File: config.mk
export PLATFORM = sky130hd
export DESIGN_NAME = bus_arbiter_rr
export DESIGN_NICKNAME = d
export VERILOG_FILES = /design/src/rtl/bus_arb_pkg.sv /design/src/rtl/arb_prio_enc.sv /design/src/rtl/bus_arbiter_rr.sv
export SDC_FILE = /design/constraint.sdc
export NUM_CORES = 1
export LEC_CHECK = 0
export ABC_AREA = 1
export BUFFER_PORTS_ARGS = -buffer_cell sky130_fd_sc_hd__buf_2
export CAP_MARGIN = 20
export CORE_MARGIN = 2
export CORE_UTILIZATION = 61
export CTS_CLUSTER_SIZE = 12
export DETAILED_ROUTE_END_ITERATION = 8
export GPL_ROUTABILITY_DRIVEN = 0
export PLACE_DENSITY = 0.79
export SLEW_MARGIN = 20
export SYNTH_ARGS = -nofsm -noshare
export SYNTH_HDL_FRONTEND = slang
export SYNTH_SLANG_ARGS = --single-unit
File: constraint.sdc
create_clock -name clk -period 3.9 [get_ports clk]
set_input_delay 0.78 -clock clk [delete_from_list [all_inputs] [get_ports clk]]
set_output_delay 0.78 -clock clk [all_outputs]
set_load 0.02 [all_outputs]
File: src/rtl/bus_arb_pkg.sv
// Shared definitions for the round-robin / fixed-priority bus arbiter.
//   state_t       : arbitration FSM encoding (IDLE = 0, BUSY = 1)
//   DEF_N         : default number of requesters
//   DEF_MAX_HOLD  : default maximum consecutive BUSY cycles per grant
package bus_arb_pkg;

  typedef enum logic {
    IDLE = 1'b0,
    BUSY = 1'b1
  } state_t;

  localparam int unsigned DEF_N        = 4;
  localparam int unsigned DEF_MAX_HOLD = 16;

endpackage

File: src/rtl/arb_prio_enc.sv
// Generic N:log2(N) priority encoder, lowest set bit wins.
// Generalisation of the original 4:2 encoder.
//   vec   : input request vector
//   idx   : index of the lowest set bit of vec (0 when vec is zero)
//   valid : high when any bit of vec is set
module arb_prio_enc #(
  parameter int unsigned N    = 4,
  parameter int unsigned IDXW = $clog2(N)
) (
  input  logic [N-1:0]    vec,
  output logic [IDXW-1:0] idx,
  output logic            valid
);

  // Scan from the top down so the lowest set bit is the last one written.
  always_comb begin
    idx = '0;
    for (int unsigned i = N; i > 0; i--) begin
      if (vec[i-1]) idx = IDXW'(i - 1);
    end
  end

  assign valid = |vec;

endmodule

File: src/rtl/bus_arbiter_rr.sv
// N-requester bus arbiter with fixed-priority or round-robin selection.
// A grant is held until the owner drops its request or the hold limit
// expires; every grant is followed by at least one idle cycle.
//   clk         : system clock, rising edge
//   rst         : asynchronous active-high reset
//   req         : level-sensitive request vector
//   grant       : registered one-hot grant (zero when idle)
//   grant_idx   : registered index of the granted requester (0 when idle)
//   grant_valid : registered, high while a grant is active
//   timeout     : one-cycle pulse when a grant is forcibly revoked
module bus_arbiter_rr
  import bus_arb_pkg::*;
#(
  parameter int unsigned N        = DEF_N,
  parameter int unsigned IDXW     = $clog2(N),
  parameter int unsigned RR_MODE  = 1,
  parameter int unsigned MAX_HOLD = DEF_MAX_HOLD,
  parameter int unsigned CNTW     = 8
) (
  input  logic            clk,
  input  logic            rst,
  input  logic [N-1:0]    req,
  output logic [N-1:0]    grant,
  output logic [IDXW-1:0] grant_idx,
  output logic            grant_valid,
  output logic            timeout
);

  localparam logic [CNTW-1:0] HOLD_LAST = (MAX_HOLD == 0) ? '0 : CNTW'(MAX_HOLD - 1);
  localparam logic [IDXW-1:0] IDX_RST   = IDXW'(N - 1);

  state_t          state, state_nxt;
  logic [CNTW-1:0] hold_cnt, hold_cnt_nxt;
  logic [IDXW-1:0] last_idx, last_idx_nxt;
  logic [IDXW-1:0] mask_idx, mask_idx_nxt;
  logic            mask_idx_valid, mask_idx_valid_nxt;
  logic [N-1:0]    grant_nxt;
  logic [IDXW-1:0] grant_idx_nxt;
  logic            grant_valid_nxt;
  logic            timeout_nxt;

  logic [N-1:0]    elig;
  logic [IDXW-1:0] win_idx;
  logic            win_valid;

  // A requester that just timed out sits out exactly one arbitration round.
  always_comb begin
    elig = req;
    if (mask_idx_valid) elig[mask_idx] = 1'b0;
  end

  if (RR_MODE != 0) begin : g_rr
    logic [N-1:0]    elig_hi;
    logic [IDXW-1:0] hi_idx, lo_idx;
    logic            hi_valid, lo_valid;

    // Requests strictly above the previous winner get first pick; if none,
    // the search wraps to the full vector starting from index 0.
    always_comb begin
      elig_hi = '0;
      for (int unsigned i = 0; i < N; i++) begin
        elig_hi[i] = elig[i] && (IDXW'(i) > last_idx);
      end
    end

    arb_prio_enc #(.N(N), .IDXW(IDXW)) u_enc_hi (
      .vec   (elig_hi),
      .idx   (hi_idx),
      .valid (hi_valid)
    );

    arb_prio_enc #(.N(N), .IDXW(IDXW)) u_enc_all (
      .vec   (elig),
      .idx   (lo_idx),
      .valid (lo_valid)
    );

    assign win_idx   = hi_valid ? hi_idx : lo_idx;
    assign win_valid = lo_valid;
  end else begin : g_fixed
    arb_prio_enc #(.N(N), .IDXW(IDXW)) u_enc (
      .vec   (elig),
      .idx   (win_idx),
      .valid (win_valid)
    );
  end

  always_comb begin
    state_nxt          = state;
    hold_cnt_nxt       = hold_cnt;
    last_idx_nxt       = last_idx;
    mask_idx_nxt       = mask_idx;
    mask_idx_valid_nxt = mask_idx_valid;
    grant_nxt          = grant;
    grant_idx_nxt      = grant_idx;
    grant_valid_nxt    = grant_valid;
    timeout_nxt        = 1'b0;

    case (state)
      IDLE: begin
        mask_idx_valid_nxt = 1'b0;
        grant_nxt          = '0;
        grant_idx_nxt      = '0;
        grant_valid_nxt    = 1'b0;
        if (win_valid) begin
          grant_nxt[win_idx] = 1'b1;
          grant_idx_nxt      = win_idx;
          grant_valid_nxt    = 1'b1;
          hold_cnt_nxt       = '0;
          last_idx_nxt       = win_idx;
          state_nxt          = BUSY;
        end
      end

      BUSY: begin
        // Release has priority over timeout on the same cycle.
        if (!req[grant_idx]) begin
          grant_nxt       = '0;
          grant_idx_nxt   = '0;
          grant_valid_nxt = 1'b0;
          hold_cnt_nxt    = '0;
          state_nxt       = IDLE;
        end else if ((MAX_HOLD != 0) && (hold_cnt == HOLD_LAST)) begin
          grant_nxt          = '0;
          grant_idx_nxt      = '0;
          grant_valid_nxt    = 1'b0;
          hold_cnt_nxt       = '0;
          timeout_nxt        = 1'b1;
          mask_idx_nxt       = grant_idx;
          mask_idx_valid_nxt = 1'b1;
          state_nxt          = IDLE;
        end else if (hold_cnt != '1) begin
          hold_cnt_nxt = hold_cnt + CNTW'(1);
        end
      end

      default: state_nxt = IDLE;
    endcase
  end

  always_ff @(posedge clk or posedge rst) begin
    if (rst) begin
      state          <= IDLE;
      hold_cnt       <= '0;
      last_idx       <= IDX_RST;
      mask_idx       <= '0;
      mask_idx_valid <= 1'b0;
      grant          <= '0;
      grant_idx      <= '0;
      grant_valid    <= 1'b0;
      timeout        <= 1'b0;
    end else begin
      state          <= state_nxt;
      hold_cnt       <= hold_cnt_nxt;
      last_idx       <= last_idx_nxt;
      mask_idx       <= mask_idx_nxt;
      mask_idx_valid <= mask_idx_valid_nxt;
      grant          <= grant_nxt;
      grant_idx      <= grant_idx_nxt;
      grant_valid    <= grant_valid_nxt;
      timeout        <= timeout_nxt;
    end
  end

endmodule

==> results.sh <==
export IMPL_port_buffer_count=13
export IMPL_die_height_um=49.4
export IMPL_cts_tree="done"
export IMPL_initial_utilization=0.642
export IMPL_post_cts_hold_buffer_count=0
export IMPL_dr_pass1_iters=4
export IMPL_post_synth_top_area_cell="sky130_fd_sc_hd__dfrtp_1"
export IMPL_antenna_violations_before_repair=0
export IMPL_wl_per_instance_um=10.9
export IMPL_synth_simple_gate_area_frac=0.348
export IMPL_start_kind="flop"
export IMPL_synth_cell_area_mm2=0.00126
export IMPL_run_status="finished clean"
export IMPL_fraction_of_synthesized_cell_area_taken_by_the_top_area_cell_type=0.397
export IMPL_critical_path_peak_fanout=4
export IMPL_placement_rows=16
export IMPL_yosys_warnings=0
export IMPL_multi_input_comb_area_um2=594
export IMPL_post_route_period_util=0.429
export IMPL_timing_critical_path_max_delay_family="flip-flops"
export IMPL_synth_async_sr_flop_share=1.00
export IMPL_drt_drc=0
export IMPL_cts_root_buffer_cell="sky130_fd_sc_hd__clkbuf_4"
export IMPL_viasPerCell=5.18
export IMPL_hold_path_class="reg -> reg"
export IMPL_critical_path_max_stage_delay_ns=0.43
export IMPL_clkLatencyLatePin_ns=0.29
export IMPL_fin_nets=189
export IMPL_htree_levels=1
export IMPL_max_clock_freq_ghz=0.597
export IMPL_hold_viol_final=0
export IMPL_worstPathCellList="buf_2"
export IMPL_number_of_synthesized_flops_with_an_enable_pin=0
export IMPL_clk_pin_slew_ns=0.11
export IMPL_synthesis_instances=166
export IMPL_vdd_ir_drop_max_uv=429
export IMPL_placedInstanceArea_mm2=0.00134
export IMPL_hold_worst_slack_ns=0.487
export IMPL_drive_above_1_share=0.193
export IMPL_finClkSkew_ns=0.00214
export IMPL_dpl_hpwl_um=1790
export IMPL_syn2layout_area_growth_pct=8.44
export IMPL_postSynthNetCount=173
export IMPL_setup_violations_final=0
export IMPL_die_area_mm2=0.00244
export IMPL_cts_buffers=3
export IMPL_number_of_resized_instances_in_the_post_cts_repair_step=0
export IMPL_post_cts_setup_buffer_count=0
export IMPL_crit_path_end_kind="output port"
export IMPL_postLayoutSetupSlackWorst_ns=2.23
export IMPL_tightestPinTransition_ns=0.792
export IMPL_route_vias_total=1078
export IMPL_slew_headroom=0.472
export IMPL_final_cell_area_mm2=0.00137
export IMPL_clock_path_buffers=2
export IMPL_max_cap_viol_count=0
export IMPL_cp_buffers_inverters=1
export IMPL_fin_setup_tns_ns=0
export IMPL_grt_use_total=0.219
export IMPL_required_ns=3.12
export IMPL_slowest_stage="sky130_fd_sc_hd__dfrtp_1"
export IMPL_synth_xor_xnor_area_share=0.0209
export IMPL_antennaDiodeCount=0
export IMPL_route_final_wire_length_um=2270
export IMPL_synth_avg_cell_area_um2=7.59
export IMPL_arrival_ns=0.89
export IMPL_synth_lib_cells_used_distinct=25
export IMPL_combinational_family_with_the_most_area_after_synthesis="simple AND/OR/NAND/NOR gates"
export IMPL_drt_iter0_markers=33
export IMPL_ios=14
export IMPL_final_min_clock_period_ns=1.67
export IMPL_clkSinkCount=22
export IMPL_layout_filler_cells=169
export IMPL_leakage_nw=0.721
export IMPL_ys_flop_type="sky130_fd_sc_hd__dfrtp_1"
export IMPL_yosys_top_cells_area="sky130_fd_sc_hd__dfrtp_1, sky130_fd_sc_hd__nand2_1, sky130_fd_sc_hd__inv_1, sky130_fd_sc_hd__nand3_1, sky130_fd_sc_hd__dfstp_2"
export IMPL_grt_ovfl_total=0
export IMPL_grt_pass1_wl_um=4120
export IMPL_core_area_mm2=0.00196
export IMPL_post_synth_fa_ha_maj_area_fraction=0.00993
export IMPL_place_ws_ns=2.07
export IMPL_rsz0062_at_grt="no"
export IMPL_die_w_um=49.4
export IMPL_final_seq_area_um2=553
export IMPL_pin_count_of_the_biggest_net_entering_global_routing=23
export IMPL_power_density_mw_per_mm2=541
export IMPL_complex_gate_fraction_of_the_synthesized_area=0.0933
export IMPL_muxShareOfSynthArea=0
export IMPL_postSynthRegisterBits=22
export IMPL_finalMaxSlewViolations=0
export IMPL_grt_pass1_vias=993
export IMPL_seq_area_frac_synth=0.439
export IMPL_timing_setup_critical_path_class="reg -> out"
export IMPL_postRouteAntennaNets=0
-- layout make-up --
type	count	share of cell area
clock buffers	4	0.0192
inverters	25	0.0687
multi-input cells	117	0.435
flip-flops and latches	22	0.405
well taps	27	0.0247
repair buffers	13	0.0476
-- Yosys cell counts (3+ instances only) --
library cell	number
sky130_fd_sc_hd__nand2_1	50
sky130_fd_sc_hd__inv_1	24
sky130_fd_sc_hd__dfrtp_1	20
sky130_fd_sc_hd__nand3_1	17
sky130_fd_sc_hd__nor2_1	11
sky130_fd_sc_hd__o21ai_0	8
sky130_fd_sc_hd__o21ai_1	4
sky130_fd_sc_hd__o21ai_2	4
sky130_fd_sc_hd__nand2_2	3
sky130_fd_sc_hd__nand3_2	3
sky130_fd_sc_hd__xor2_1	3
-- where the power goes --
| part | switching, W | internal (W) |
|---|---|---|
| Sequential | 0.0000491 | 0.000292 |
| Combinational | 0.000205 | 0.0000899 |
| Clock | 0.0000634 | 0.0000398 |
-- cell families after synthesis --
group | after synthesis
compound gates | 19
xor+xnor | 3
fa+ha+maj | 1
buf+inv | 27
flops | 22
simple gates | 94
-- state kept, by name, indices dropped and copies added, names as in the netlist --
signal          count
mask_idx_valid      1
state               1
grant_idx           2
grant               4
grant_valid         1
timeout             1
last_idx            2
hold_cnt            8
mask_idx            2
-- stage by stage --
step,cells,utilization,total power [W]
after floorplan,166,-,0.000561
after global placement,204,0.683,0.000634
after CTS,208,0.696,0.000744
final,208,0.696,0.000739
after detailed placement,204,0.683,0.000639
after global routing,208,0.696,0.000802
-- final timing paths --
kind | end | slack (ns) | from | cells after the start
worst max-delay path | grant_idx[0] | 2.23 | grant_idx[0] | 1
worst min-delay path | grant_valid | 0.49 | grant_valid | 2
worst max register to register | hold_cnt[0] | 2.26 | hold_cnt[0] | 10
worst min register to register | grant_valid | 0.49 | grant_valid | 2
max in group asynchronous | state | 2.80 | rst | 2
min in group asynchronous | hold_cnt[2] | 0.61 | rst | 2
-- placed cells by master (no fill, tap or decap), drive strengths merged --
| cell | count |
|---|---|
| o21bai | 1 |
| nor3 | 2 |
| inv | 25 |
| nor2 | 15 |
| ha | 1 |
| xor2 | 3 |
| buf | 13 |
| dfrtp | 20 |
| or2 | 1 |
| nand3 | 20 |
| dfstp | 2 |
| clkbuf | 4 |
| o211ai | 1 |
| nand2 | 54 |
| o21ai | 16 |
| nand4 | 2 |
| a21o | 1 |
-- layer usage --
layer | vias to the layer above | track usage | wire, µm
met4 | 0 | 0.0556 | 13
met2 | 19 | 0.336 | 1000
met1 | 501 | 0.324 | 1180
met5 | - | 0 | 0
li1 | 556 | - | -
met3 | 2 | 0.0368 | 74
Power figures use the tool's default switching activity.
